--- config.mk ---
export PLATFORM = sky130hd
export DESIGN_NAME = shift_right_seq_flat
export DESIGN_NICKNAME = d
export VERILOG_FILES = /design/src/rtl/shift_right_seq_if.sv /design/src/rtl/shift_right_seq.sv /design/src/flat_wrapper.sv
export SDC_FILE = /design/constraint.sdc
export NUM_CORES = 1
export LEC_CHECK = 0
export BUFFER_PORTS_ARGS = -buffer_cell sky130_fd_sc_hd__buf_2
export CAP_MARGIN = 25
export CELL_PAD_IN_SITES_DETAIL_PLACEMENT = 1
export CELL_PAD_IN_SITES_GLOBAL_PLACEMENT = 1
export CORE_UTILIZATION = 33
export CTS_CLUSTER_DIAMETER = 100
export DETAILED_ROUTE_END_ITERATION = 8
export GPL_TIMING_DRIVEN = 0
export MAX_ROUTING_LAYER = met4
export PLACE_DENSITY = 0.71
export SKIP_CTS_REPAIR_TIMING = 1
export SLEW_MARGIN = 20
export SYNTH_ARGS = -nofsm -noshare
export SYNTH_HDL_FRONTEND = slang
export SYNTH_SLANG_ARGS = --single-unit
export TNS_END_PERCENT = 20
--- constraint.sdc ---
create_clock -name clk -period 1.1 [get_ports clk]
set_clock_uncertainty 0.1 [all_clocks]
set_input_delay 0.11 -clock clk [delete_from_list [all_inputs] [get_ports clk]]
set_output_delay 0.11 -clock clk [all_outputs]
set_load 0.01 [all_outputs]
--- src/rtl/shift_right_seq_if.sv ---
// Handshake bundle for shift_right_seq: request channel (start_*, op_in, amt)
// and result channel (res_*, result, carry_out), plus the busy status flag.
interface shift_right_seq_if #(
  parameter int WIDTH = 8,
  parameter int AMT_W = 3
);

  logic             start_valid;
  logic             start_ready;
  logic [WIDTH-1:0] op_in;
  logic [AMT_W-1:0] amt;
  logic             res_valid;
  logic             res_ready;
  logic [WIDTH-1:0] result;
  logic             carry_out;
  logic             busy;

  modport master (
    output start_valid,
    output op_in,
    output amt,
    output res_ready,
    input  start_ready,
    input  res_valid,
    input  result,
    input  carry_out,
    input  busy
  );

  modport slave (
    input  start_valid,
    input  op_in,
    input  amt,
    input  res_ready,
    output start_ready,
    output res_valid,
    output result,
    output carry_out,
    output busy
  );

endinterface

--- src/rtl/shift_right_seq.sv ---
// Sequential right shifter: one bit per cycle, IDLE -> SHIFT -> DONE FSM.
// Ports: clk, rst_n (async active-low), bus (shift_right_seq_if.slave):
//   start_valid/start_ready/op_in/amt in, res_valid/res_ready/result/
//   carry_out out, busy status.
// Build option: define SHIFT_RIGHT_SEQ_ARITH_EN for arithmetic (sign-fill)
// shifts; default build fills the vacated MSB with 0.
module shift_right_seq #(
  parameter int WIDTH = 8,
  parameter int AMT_W = 3
) (
  input logic              clk,
  input logic              rst_n,
  shift_right_seq_if.slave bus
);

  typedef enum logic [1:0] {
    IDLE  = 2'd0,
    SHIFT = 2'd1,
    DONE  = 2'd2
  } state_t;

  state_t           state_q;
  state_t           state_d;
  logic [WIDTH-1:0] work_q;
  logic [WIDTH-1:0] work_d;
  logic [AMT_W-1:0] cnt_q;
  logic [AMT_W-1:0] cnt_d;
  logic             carry_q;
  logic             carry_d;
  logic             fill;
  logic             accept;
  logic             release_res;

`ifdef SHIFT_RIGHT_SEQ_ARITH_EN
  assign fill = work_q[WIDTH-1];
`else
  assign fill = 1'b0;
`endif

  assign bus.start_ready = (state_q == IDLE);
  assign bus.res_valid   = (state_q == DONE);
  assign bus.busy        = (state_q != IDLE);
  assign bus.result      = work_q;
  assign bus.carry_out   = carry_q;

  assign accept      = bus.start_valid & bus.start_ready;
  assign release_res = bus.res_valid & bus.res_ready;

  always_ff @(posedge clk or negedge rst_n) begin
    if (!rst_n) begin
      state_q <= IDLE;
      work_q  <= '0;
      cnt_q   <= '0;
      carry_q <= 1'b0;
    end else begin
      state_q <= state_d;
      work_q  <= work_d;
      cnt_q   <= cnt_d;
      carry_q <= carry_d;
    end
  end

  always_comb begin
    state_d = state_q;
    work_d  = work_q;
    cnt_d   = cnt_q;
    carry_d = carry_q;
    unique case (state_q)
      IDLE: begin
        if (accept) begin
          work_d  = bus.op_in;
          cnt_d   = bus.amt;
          carry_d = 1'b0;
          if (bus.amt != '0) begin
            state_d = SHIFT;
          end else begin
            state_d = DONE;
          end
        end
      end
      SHIFT: begin
        work_d  = {fill, work_q[WIDTH-1:1]};
        carry_d = work_q[0];
        cnt_d   = cnt_q - AMT_W'(1);
        // Last shift lands on the same edge as the move to DONE.
        if (cnt_q == AMT_W'(1)) begin
          state_d = DONE;
        end
      end
      DONE: begin
        if (release_res) begin
          state_d = IDLE;
        end
      end
      default: begin
        state_d = IDLE;
      end
    endcase
  end

endmodule

--- src/flat_wrapper.sv ---
// flat-port wrapper written by rule: the top's interface ports become plain ports
module shift_right_seq_flat 
#(
  parameter int WIDTH = 8,
  parameter int AMT_W = 3
)
  (clk, rst_n, bus_start_valid, bus_op_in, bus_amt, bus_res_ready, bus_start_ready, bus_res_valid, bus_result, bus_carry_out, bus_busy);
  shift_right_seq_if #(.WIDTH(WIDTH), .AMT_W(AMT_W)) bus_i ();
  input logic clk;
  input logic rst_n;
  input wire logic [$bits(bus_i.start_valid)-1:0] bus_start_valid;
  input wire logic [$bits(bus_i.op_in)-1:0] bus_op_in;
  input wire logic [$bits(bus_i.amt)-1:0] bus_amt;
  input wire logic [$bits(bus_i.res_ready)-1:0] bus_res_ready;
  output wire logic [$bits(bus_i.start_ready)-1:0] bus_start_ready;
  output wire logic [$bits(bus_i.res_valid)-1:0] bus_res_valid;
  output wire logic [$bits(bus_i.result)-1:0] bus_result;
  output wire logic [$bits(bus_i.carry_out)-1:0] bus_carry_out;
  output wire logic [$bits(bus_i.busy)-1:0] bus_busy;
  assign bus_i.start_valid = bus_start_valid;
  assign bus_i.op_in = bus_op_in;
  assign bus_i.amt = bus_amt;
  assign bus_i.res_ready = bus_res_ready;
  assign bus_start_ready = bus_i.start_ready;
  assign bus_res_valid = bus_i.res_valid;
  assign bus_result = bus_i.result;
  assign bus_carry_out = bus_i.carry_out;
  assign bus_busy = bus_i.busy;
  shift_right_seq #(.WIDTH(WIDTH), .AMT_W(AMT_W)) u_core (.clk(clk), .rst_n(rst_n), .bus(bus_i));
endmodule
# Word level (Yosys, flattened, before mapping)

Cells that the tools add are included.

Register bits after elaboration: 14
Output and inout bits: 12

Add/sub/neg operators: 1
Equality and inequality tests: 6
Muxes and demuxes: 11
Bitwise gates (word level): 2
Reduce and logical (&&, ||, !) cells: 6

Operators with widths:

| kind                | count |
|---|---|
| $pmux 8 s2          | 1 |
| $mux 2              | 4 |
| $mux 8              | 1 |
| $pmux 2 s3          | 1 |
| $pmux 3 s2          | 1 |
| $ne 2x2->1 const B  | 2 |
| $reduce_bool 2->1   | 2 |
| $eq 3x1->1 const B  | 1 |
| $mux 3              | 1 |
| $reduce_and 3->1    | 1 |
| $reduce_bool 3->1   | 1 |
| $sub 3x1->3 const B | 1 |
| $and 1x1->1         | 2 |
| $eq 2x1->1 const B  | 1 |
| $eq 2x2->1 const B  | 1 |
| $logic_not 2->1     | 1 |
| $ne 2x1->1 const B  | 1 |
| $pmux 1 s2          | 1 |
| $reduce_and 2->1    | 1 |
| $mux 1              | 1 |

# Longest topological paths before layout

Word-level depth: 4
Depth in mapped cells: 5

# Worst setup path before layout

Ideal clock, no wire load.

Path type: flip-flop to output port
From: register u_core.state_q[0]
To: output bus_busy
Arrival time: 0.973 ns
Data required time: 0.890 ns
Path slack: -0.083 ns
Stages on the path, launching flop included: 5
Path buffers: 2
Path through: dfrtp_1 buf_6 buf_4 nor2_1 inv_1

Longest elaborated chain between the ends: 1

RTL lines:

| item                   | RTL line              | source |
|---|---|---|
| from (decl)            | shift_right_seq.sv:22 | `state_t state_q;` |
| from (signal assigned) | shift_right_seq.sv:56 | `state_q <= state_d;` |
| $reduce_bool 2->1      | shift_right_seq.sv:42 | `assign bus.busy = (state_q != IDLE);` |
| to (decl)              | flat_wrapper.sv:19    | `output wire logic [$bits(bus_i.busy)-1:0] bus_busy;` |

Every way passes these cells.

# Worst setup path in the final report

Same ends and word-level chain as after synthesis.

==> metrics.txt <==
Worst VDD drop=1.187 mV; # clock sinks=14; Met3 Wirelength=59 um; setup repair after global routing missed its margin=yes; final wirelength=2.305 mm; first-pass GRT wire length=3.305 mm; final hold slack=-0.02862 ns; Crit path arrival time=1.18 ns; io pins=27; share of cells above drive strength 1=0.6017; Critical Path Start Type=flip-flop; Async S/R FF share, synth=1.000; clk_lat worst skew=0.30 ns; r2r endpoint=u_core.cnt_q[2]$_DFFE_PN0P_; CTS Root Cell=clkbuf_4; Max Cap Viol=0; Max H-tree Level=1; dominant synthesized flop cell=dfrtp_1; # DRC=0; synthesized area per cell=11.09 um2; Placement Rows=17; Placed Area=979.7 um2; Top Metal Used=met4; final hold vios=7; Port Buf Inserts=26; syn_nets=89; Seq/Total Area, Yosys=0.4389; buffer levels on the longest clock path=2; Hold EP=u_core.bus.result[4]$_DFFE_PN0P_; status=finished with violations; Die Span Y=51.19 um; CTS tree=built; Initial Util=0.3541; pre-CTS setup slack=-0.1447 ns; gate count of the mapped netlist=72; PD cells=3106 mW/mm2; relative slew slack=0.7670; Hold Startpoint=bus_op_in[4]; CP Class=reg2out; hold path depth=3; Cell variety after synth=25; Worst EP required=0.89 ns; largest net degree at the start of global routing=15; nets@finish=136; Worst Slack Setup Final=-0.2938 ns; GRT Util Overall=0.1836; die area=0.002620 mm2; Pleak=0.5600 nW; routed wl met2=1.235 mm; Detail Route Antenna Nets=0; TritonCTS buffer count=3; Reg2Reg Setup Slack=-0.28 ns; measured slew at the worst slew-check pin=0.3495 ns; initial antenna violation count=0; met1 WL=959 um; area of the multi-input gates=392.9 um2; worst hold-check path type=in2reg; Filler cells=271; post-layout min period=1.394 ns; CP max FO=7; Vias=740; final setup violation count=17; final core utilization=0.5166; Syn. warnings=0; overall power=3.618 mW; Final period util=1.267; Pre-antenna DRT Iters=4; GRT overflow=0; initial DRC count=8; Critical R2R Launch=u_core.state_q[0]$_DFFE_PN0P_; diode count=0; flops & latches, synth=14; placeable core region=0.002255 mm2; critical path capture point type=primary output; Avg WL per Cell=15.79 um; vias in the first global route=660; violated checks=negative hold slack, negative setup slack; final instance area=0.001165 mm2; Seq. cell area=350.3 um2; Clock transition at path regs=0.10 ns; FMAX=717.5 MHz; GP Congestion=0.7723; Layout area overhead=45.93%; hpwl dp=1.500 mm; vias per inst=5.068; area of the mapped netlist=798.3 um2; Final Max Slew Viols=0; FF-to-FF path depth=6; die width=51.19 um; Post-synth EDFFs=0
## synthesized netlist by cell type (2+ instances only)
cell | instances | share of area
dfrtp_1 | 14 | 0.44
a32oi_2 | 2 | 0.041
a21oi_1 | 3 | 0.019
ha_1 | 2 | 0.031
inv_1 | 6 | 0.028
nand2_1 | 9 | 0.042
buf_6 | 2 | 0.028
a32o_1 | 2 | 0.025
o21ai_2 | 7 | 0.077
nor2_1 | 2 | 0.0094
a22oi_2 | 7 | 0.11
o21ai_1 | 2 | 0.013
o21ai_0 | 2 | 0.013
## worst max path at each step
stage,start,end,slack [ns],depth (start not counted)
after floorplan,u_core.state_q[1]$_DFFE_PN0P_,u_core.bus.result[7]$_DFFE_PN0P_,-0.04,3
after CTS,u_core.state_q[0]$_DFFE_PN0P_,bus_busy,-0.37,5
after global placement,u_core.state_q[0]$_DFFE_PN0P_,u_core.cnt_q[2]$_DFFE_PN0P_,-0.12,5
after detailed placement,u_core.state_q[0]$_DFFE_PN0P_,u_core.cnt_q[2]$_DFFE_PN0P_,-0.14,5
after global routing,u_core.state_q[0]$_DFFE_PN0P_,bus_busy,-0.34,5
final,u_core.state_q[0]$_DFFE_PN0P_,bus_busy,-0.29,5
## cell usage in the layout, fill, tap and decap left out, types with 2 or more instances in the layout
| cell | n |
|---|---|
| a32o_1 | 2 |
| o21ai_1 | 2 |
| dlygate4sd3_1 | 3 |
| a21oi_1 | 3 |
| nand2_1 | 9 |
| o21ai_2 | 8 |
| buf_8 | 2 |
| clkbuf_4 | 3 |
| a32oi_2 | 2 |
| inv_1 | 6 |
| buf_2 | 27 |
| a22oi_2 | 7 |
| buf_4 | 13 |
| dfrtp_1 | 14 |
## per-layer routing
layer / up-vias / global-route usage
met1: 369 / 0.2245
li1: 352 / -
met4: 0 / 0.09722
met5: - / -
met2: 14 / 0.2961
met3: 5 / 0.02083
## sequential cells by signal (all words and copies together), names as in the netlist
| register | count |
|---|---|
| u_core.bus.result | 8 |
| u_core.cnt_q | 3 |
| u_core.state_q | 2 |
| u_core.bus.carry_out | 1 |
## worst max-delay path: stages (launching register included)
cell     delay (ns)
dfrtp_1        0.39
buf_8          0.14
buf_12         0.13
nor2_4         0.07
inv_1          0.04
buf_2          0.13
## cell type report
cell class,instances,share of cell area
multi-input cells,46,0.3373
clock buffers,4,0.03115
plain buffers,5,0.05693
inverters,7,0.02256
well taps,28,0.03008
flip-flops and latches,14,0.3008
repair buffers,42,0.2213
## where the power goes
part | switching (mW) | internal (mW) | total [mW]
logic | 1.11 | 1.15 | 2.25
registers | 0.207 | 0.754 | 0.961
clock network | 0.200 | 0.202 | 0.402
## per-stage QoR
step / setup TNS [ns] / cells
after floorplan: -0.1830 / 72
after global placement: -1.317 / 126
after detailed placement: -1.733 / 126
after CTS: -2.915 / 130
after global routing: -4.702 / 146
final: -3.944 / 146
## cell families after synthesis
family | after synthesis | share of synthesized area
buffers and inverters | 12 | 0.09559
adder cells (fa/ha/maj) | 2 | 0.03134
AO/OA/AOI/OAI | 28 | 0.3354
flip-flops | 14 | 0.4389
AND/OR/NAND/NOR | 16 | 0.09875
No activity file was read; power rests on OpenSTA's default activity.
